`src/rtl/multicycle_control.sv`:
```
// multicycle_control
//   Multicycle control FSM for the RISC-V load-store datapath. Decodes the IR
//   fields exposed by the datapath and sequences the datapath strobes through
//   RST, FETCH, DECODE, EXEC, MEM, WB and HALT.
//
// Parameters
//   HALT_ON_ILLEGAL  1: unknown opcode/funct stops in HALT; 0: run it as a NOP
//   CNT_WIDTH        width of the retired-instruction counter
//
// Ports
//   CLK           in   clock, rising edge
//   reset         in   asynchronous, active-high; forces RST
//   opcode        in   IR[6:0]
//   funct3        in   IR[14:12]
//   funct7_5      in   IR[30]
//   zero          in   ULA result == 0
//   load_ir       out  IR captures instruction memory output
//   sub           out  ULA subtract
//   ULA_din2_sel  out  0 rs2, 1 immediate
//   RF_din_sel    out  0 mem data, 1 ULA, 2 PC+4, 3 PC-adder
//   WE_RF         out  register-file write enable
//   WE_MEM        out  data-memory write enable
//   load_pc       out  PC register update
//   pc_next_sel   out  0 PC+4, 1 PC-adder
//   pc_adder_sel  out  1 PC+imm, 0 rs1+imm
//   halted        out  FSM in HALT
//   instret       out  retired-instruction count
module multicycle_control #(
  parameter bit HALT_ON_ILLEGAL = 1'b1,
  parameter int CNT_WIDTH       = 32
) (
  input  logic                 CLK,
  input  logic                 reset,
  input  logic [6:0]           opcode,
  input  logic [2:0]           funct3,
  input  logic                 funct7_5,
  input  logic                 zero,
  output logic                 load_ir,
  output logic                 sub,
  output logic                 ULA_din2_sel,
  output logic [1:0]           RF_din_sel,
  output logic                 WE_RF,
  output logic                 WE_MEM,
  output logic                 load_pc,
  output logic                 pc_next_sel,
  output logic                 pc_adder_sel,
  output logic                 halted,
  output logic [CNT_WIDTH-1:0] instret
);

  typedef enum logic [2:0] {
    S_RST, S_FETCH, S_DECODE, S_EXEC, S_MEM, S_WB, S_HALT
  } state_t;

  typedef enum logic [3:0] {
    C_NOP, C_LD, C_SD, C_ALU, C_ADDI, C_AUIPC, C_JAL, C_JALR, C_BEQ, C_BNE, C_ILL
  } cls_t;

  state_t state;
  state_t next_state;
  cls_t   cls;
  cls_t   dec_cls;
  logic   sub_lat;

  // Instruction class from the raw IR fields; anything unmatched is illegal.
  function automatic cls_t decode_class(input logic [6:0] op, input logic [2:0] f3);
    cls_t c;
    c = C_ILL;
    case (op)
      7'b0000011: if (f3 == 3'b011) c = C_LD;
      7'b0100011: if (f3 == 3'b011) c = C_SD;
      7'b0110011: if (f3 == 3'b000) c = C_ALU;
      7'b0010011: if (f3 == 3'b000) c = C_ADDI;
      7'b0010111: c = C_AUIPC;
      7'b1101111: c = C_JAL;
      7'b1100111: if (f3 == 3'b000) c = C_JALR;
      7'b1100011: begin
        if (f3 == 3'b000)      c = C_BEQ;
        else if (f3 == 3'b001) c = C_BNE;
        else                   c = C_ILL;
      end
      default: c = C_ILL;
    endcase
    return c;
  endfunction

  assign dec_cls = decode_class(opcode, funct3);

  // State register.
  always_ff @(posedge CLK or posedge reset) begin
    if (reset) state <= S_RST;
    else       state <= next_state;
  end

  // Latch the instruction class (and subtract bit) while in DECODE; an
  // illegal instruction that does not halt is carried through as a NOP.
  always_ff @(posedge CLK or posedge reset) begin
    if (reset) begin
      cls     <= C_NOP;
      sub_lat <= 1'b0;
    end else if (state == S_DECODE) begin
      cls     <= (dec_cls == C_ILL) ? C_NOP : dec_cls;
      sub_lat <= funct7_5;
    end else begin
      cls     <= cls;
      sub_lat <= sub_lat;
    end
  end

  // Retired-instruction counter: every PC update retires one instruction.
  always_ff @(posedge CLK or posedge reset) begin
    if (reset)        instret <= '0;
    else if (load_pc) instret <= instret + {{(CNT_WIDTH-1){1'b0}}, 1'b1};
    else              instret <= instret;
  end

  // Next-state and Moore outputs; only pc_next_sel of a branch looks at zero.
  always_comb begin
    next_state   = state;
    load_ir      = 1'b0;
    sub          = 1'b0;
    ULA_din2_sel = 1'b0;
    RF_din_sel   = 2'd0;
    WE_RF        = 1'b0;
    WE_MEM       = 1'b0;
    load_pc      = 1'b0;
    pc_next_sel  = 1'b0;
    pc_adder_sel = 1'b0;
    halted       = 1'b0;
    case (state)
      S_RST:    next_state = S_FETCH;
      S_FETCH: begin
        load_ir    = 1'b1;
        next_state = S_DECODE;
      end
      S_DECODE: begin
        if ((dec_cls == C_ILL) && HALT_ON_ILLEGAL) next_state = S_HALT;
        else                                        next_state = S_EXEC;
      end
      S_EXEC: begin
        next_state = S_FETCH;
        case (cls)
          C_LD, C_SD: begin
            ULA_din2_sel = 1'b1;
            next_state   = S_MEM;
          end
          C_ALU: begin
            RF_din_sel = 2'd1;
            WE_RF      = 1'b1;
            sub        = sub_lat;
            load_pc    = 1'b1;
          end
          C_ADDI: begin
            ULA_din2_sel = 1'b1;
            RF_din_sel   = 2'd1;
            WE_RF        = 1'b1;
            load_pc      = 1'b1;
          end
          C_AUIPC: begin
            RF_din_sel   = 2'd3;
            pc_adder_sel = 1'b1;
            WE_RF        = 1'b1;
            load_pc      = 1'b1;
          end
          C_JAL, C_JALR: begin
            RF_din_sel   = 2'd2;
            pc_adder_sel = (cls == C_JAL);
            pc_next_sel  = 1'b1;
            WE_RF        = 1'b1;
            load_pc      = 1'b1;
          end
          C_BEQ, C_BNE: begin
            sub          = 1'b1;
            pc_adder_sel = 1'b1;
            load_pc      = 1'b1;
            pc_next_sel  = (cls == C_BEQ) ? zero : ~zero;
          end
          default: load_pc = 1'b1;
        endcase
      end
      S_MEM: begin
        ULA_din2_sel = 1'b1;
        if (cls == C_SD) begin
          WE_MEM     = 1'b1;
          load_pc    = 1'b1;
          next_state = S_FETCH;
        end else begin
          next_state = S_WB;
        end
      end
      S_WB: begin
        ULA_din2_sel = 1'b1;
        RF_din_sel   = 2'd0;
        WE_RF        = 1'b1;
        load_pc      = 1'b1;
        next_state   = S_FETCH;
      end
      S_HALT: begin
        halted     = 1'b1;
        next_state = S_HALT;
      end
      default: next_state = S_RST;
    endcase
  end

endmodule

```
`config.mk`:
```
export PLATFORM = sky130hd
export DESIGN_NAME = multicycle_control
export DESIGN_NICKNAME = d
export VERILOG_FILES = /design/src/rtl/multicycle_control.sv
export SDC_FILE = /design/constraint.sdc
export NUM_CORES = 1
export LEC_CHECK = 0
export ABC_AREA = 1
export CAP_MARGIN = 20
export CORE_ASPECT_RATIO = 0.8
export CORE_MARGIN = 1.5
export CORE_UTILIZATION = 47
export DETAILED_ROUTE_END_ITERATION = 8
export PLACE_DENSITY = 0.8
export SLEW_MARGIN = 10
export SYNTH_ARGS = -nofsm -noshare
export SYNTH_HDL_FRONTEND = slang
export SYNTH_SLANG_ARGS = --single-unit
```
`constraint.sdc`:
```
create_clock -name CLK -period 3.23 [get_ports CLK]
set_input_delay 0.646 -clock CLK [delete_from_list [all_inputs] [get_ports CLK]]
set_output_delay 0.646 -clock CLK [all_outputs]
set_load 0.03 [all_outputs]
```
==> flow_summary.toml, run 1 <==
[status]
run_status = "completed"

[clock_tree]
tritoncts = "done"
clk_path_buf_depth = 2
clock-sinks = 40
hold_buffers = 0
clock_latency_ns = 0.30
cts_resized = 0
h-tree-depth = 2
root_buffer = "clkbuf_8"
cts_setup_buffers = 0
clkTransAtPathRegs_ns = 0.09
cts_made_buffers = 5

[synthesis]
synth.cell_area_sq_um = 2850
avgSynthCellArea_sq_um = 6.58
yosys.cell_types.count = 32
ys.flop_type = "dfrtp_1"
synthCells = 433
synth_area_leaders = "dfrtp_1, nand2_1, nor2_1"
ys_warn_count = 0
yosys_register_bits = 40
synth_edf_count = 0
synth_top_area_share_pct = 35.1
ys_seq_area_share_pct = 35.1
syn-num-nets = 448
yosysTopAreaCell = "dfrtp_1"
synth_common_cells = "nand2_1, nor2_1, inv_1"
yosysMostFrequentCell = "nand2_1"
async_flop_share_pct = 100

[setup_path]
cp_slowest_cell = "clkdlybuf4s50_1"
regToRegStartpoint = "cls[0]$_DFFE_PP0P_"
crit_required_ns = 2.58
cp.arrival_ns = 2.14
startpoint = "zero"
max_stage_delay_ns = 0.68
ff2ff_path_depth = 9
worstPathCellList = "clkdlybuf4s50_1 > xor2_1 > nand2_1 > a21oi_1 > clkdlybuf4s50_1"
cpMostUsedCell = "clkdlybuf4s50_1"
rrSetupSlack_ns = 1.19
worstSetupEndpointType = "output port"
crit_fanout = 1
crit_type = "in2out"
start_kind = "input port"

[routing]
detail_route.vias_per_cell = 5.14
drt_first_iter_violations = 232
num_vias = 2955
ant_nets = 0
firstDrtPassIters = 5
remaining_drc_errors = 0
postRouteWirelength_um = 7450
wl_per_cell_um = 13.0

[hold_path]
hold_depth = 2
min-delay-start = "sub_lat$_DFFE_PP0P_"
hp-class = "reg2reg"

[place]
numPortBuffers = 56
dp_hpwl_um = 5700
gp_congestion = 0.896
place_area_sq_um = 3490

[timing]
setup_violations = 0
hold_violations = 0
fmax_mhz = 359
slew_headroom_pct = 63.0
final_max_slew_viol_count = 0
worst_pin_slew_ns = 0.552
post-route-period-util_pct = 86.3
finalSetupTns_ns = 0
grt_setup_unrepaired = "no"
skew_ns = 0.0108
fin_crit_ns = 2.79

[floorplanning]
initial_core_util_pct = 48.4
core_area_sq_um = 5880
die_w_um = 90.0
std_cell_rows = 25
die-area_sq_um = 6540
ios = 57
die_y_um = 72.6

[finish]
drive_gt1_share_pct = 8.10
n_antenna_cell = 0
final_design_area_no_fill_sq_um = 3580
nNetsFinal = 508
area_delta_synth_final_pct = 25.8

[grt]
grt_pass1_vias = 2688
grt_max_degree = 42
grt.met2_usage_pct = 37.7
grt_overflow = 0
grt_pass1_wl_um = 12300
use_met1_pct = 33.2
top_usage_layer = "met2"
antenna_found_initial = 0
grt_util_all_layers_pct = 23.3
use_met3_pct = 3.44

[power_and_ir_drop]
power_density_nw_per_um2 = 462
vdd_drop_max_mv = 0.262
p_leak_nw = 1.54

[run]
maxCapViolCount = 0
## metal layers
layer	up-vias	part of all wire, %	routed length, um
li1	1479	-	-
met1	1359	48	3580
met2	107	45	3330
met3	10	6.3	473
met4	0	0.89	66
met5	-	0	0
## worst max-delay path, delay by kind of cell
family,cells,cell delay (ns)
simple gates,1,0.06
xor+xnor,1,0.16
buf+inv,2,1.15
compound gates,1,0.12
## placed cells by master (no fill, tap or decap), drive strengths merged
master         count
o22ai              2
a21boi             1
nor4               2
xnor2              5
inv               48
clkdlybuf4s50     56
nor2              64
xor2              12
buf                2
nor3              18
nand3b             3
clkinv             1
clkbuf             6
o21ai             18
clkinvlp           2
o211ai             2
nand4              8
dfrtp             40
nand2            177
nand3             18
ha                 1
a21oi              7
or3                1
## final cells by class
class,count,area [sq um]
Fill cell,560,2300
Multi-Input combinational cell,339,1620
Sequential cell,40,1000
Timing Repair Buffer,58,576
Inverter,49,184
Tap cell,81,101
Clock buffer,6,82.6
Clock inverter,2,15.0
## cells by family (layout without fill, tap and decap cells)
kind of cell / count (synthesis) / after routing / share of synthesized area [%]
AND/OR/NAND/NOR: 291 / 291 / 45.2
buffers and inverters: 54 / 115 / 7.82
flip-flops: 40 / 40 / 35.1
AO/OA/AOI/OAI: 30 / 30 / 5.62
XOR/XNOR: 17 / 17 / 5.76
adder cells (fa/ha/maj): 1 / 1 / 0.439
## state kept, by name, summed over array words and instances (netlist names)
signal   flops
instret     32
cls          4
state        3
sub_lat      1
## metrics by stage
step | hold slack (ns) | power [mW] | utilization [%] | std cells | setup slack [ns]
6_report | 0.492 | 1.66 | 60.9 | 575 | 0.444
5_1_grt | 0.535 | 1.73 | 60.9 | 575 | 0.367
4_1_cts | 0.491 | 1.65 | 60.9 | 575 | 0.444
3_5_place_dp | 0.471 | 1.29 | 59.3 | 567 | 0.448
3_3_place_gp | 0.462 | 1.28 | 59.3 | 567 | 0.473
2_1_floorplan | 0.442 | 1.10 | - | 433 | 1.07
## final timing paths
check | end
min reg2reg | sub_lat$_DFFE_PP0P_
max reg2reg | instret[2]$_DFFE_PP0P_
max | pc_next_sel
max in group asynchronous | instret[18]$_DFFE_PP0P_
min in group asynchronous | instret[6]$_DFFE_PP0P_
min | sub_lat$_DFFE_PP0P_
## power by group
part / internal (mW) / switching (mW) / total [mW]
Clock: 0.173 / 0.191 / 0.364
Sequential: 0.559 / 0.0653 / 0.624
Combinational: 0.211 / 0.457 / 0.668
Total: 0.943 / 0.713 / 1.66
Note: power is estimated with default switching activity, not from simulation.
==> run 2, diff against run 1 <==
--- a/config.mk
+++ b/config.mk
@@ -11,6 +11,7 @@
 export CORE_MARGIN = 1.5
 export CORE_UTILIZATION = 47
 export DETAILED_ROUTE_END_ITERATION = 8
+export GPL_ROUTABILITY_DRIVEN = 0
 export PLACE_DENSITY = 0.8
 export SLEW_MARGIN = 10
 export SYNTH_ARGS = -nofsm -noshare
==> results of run 2 <==
No change in the layout: final DEF, timing and power equal those of run 1.
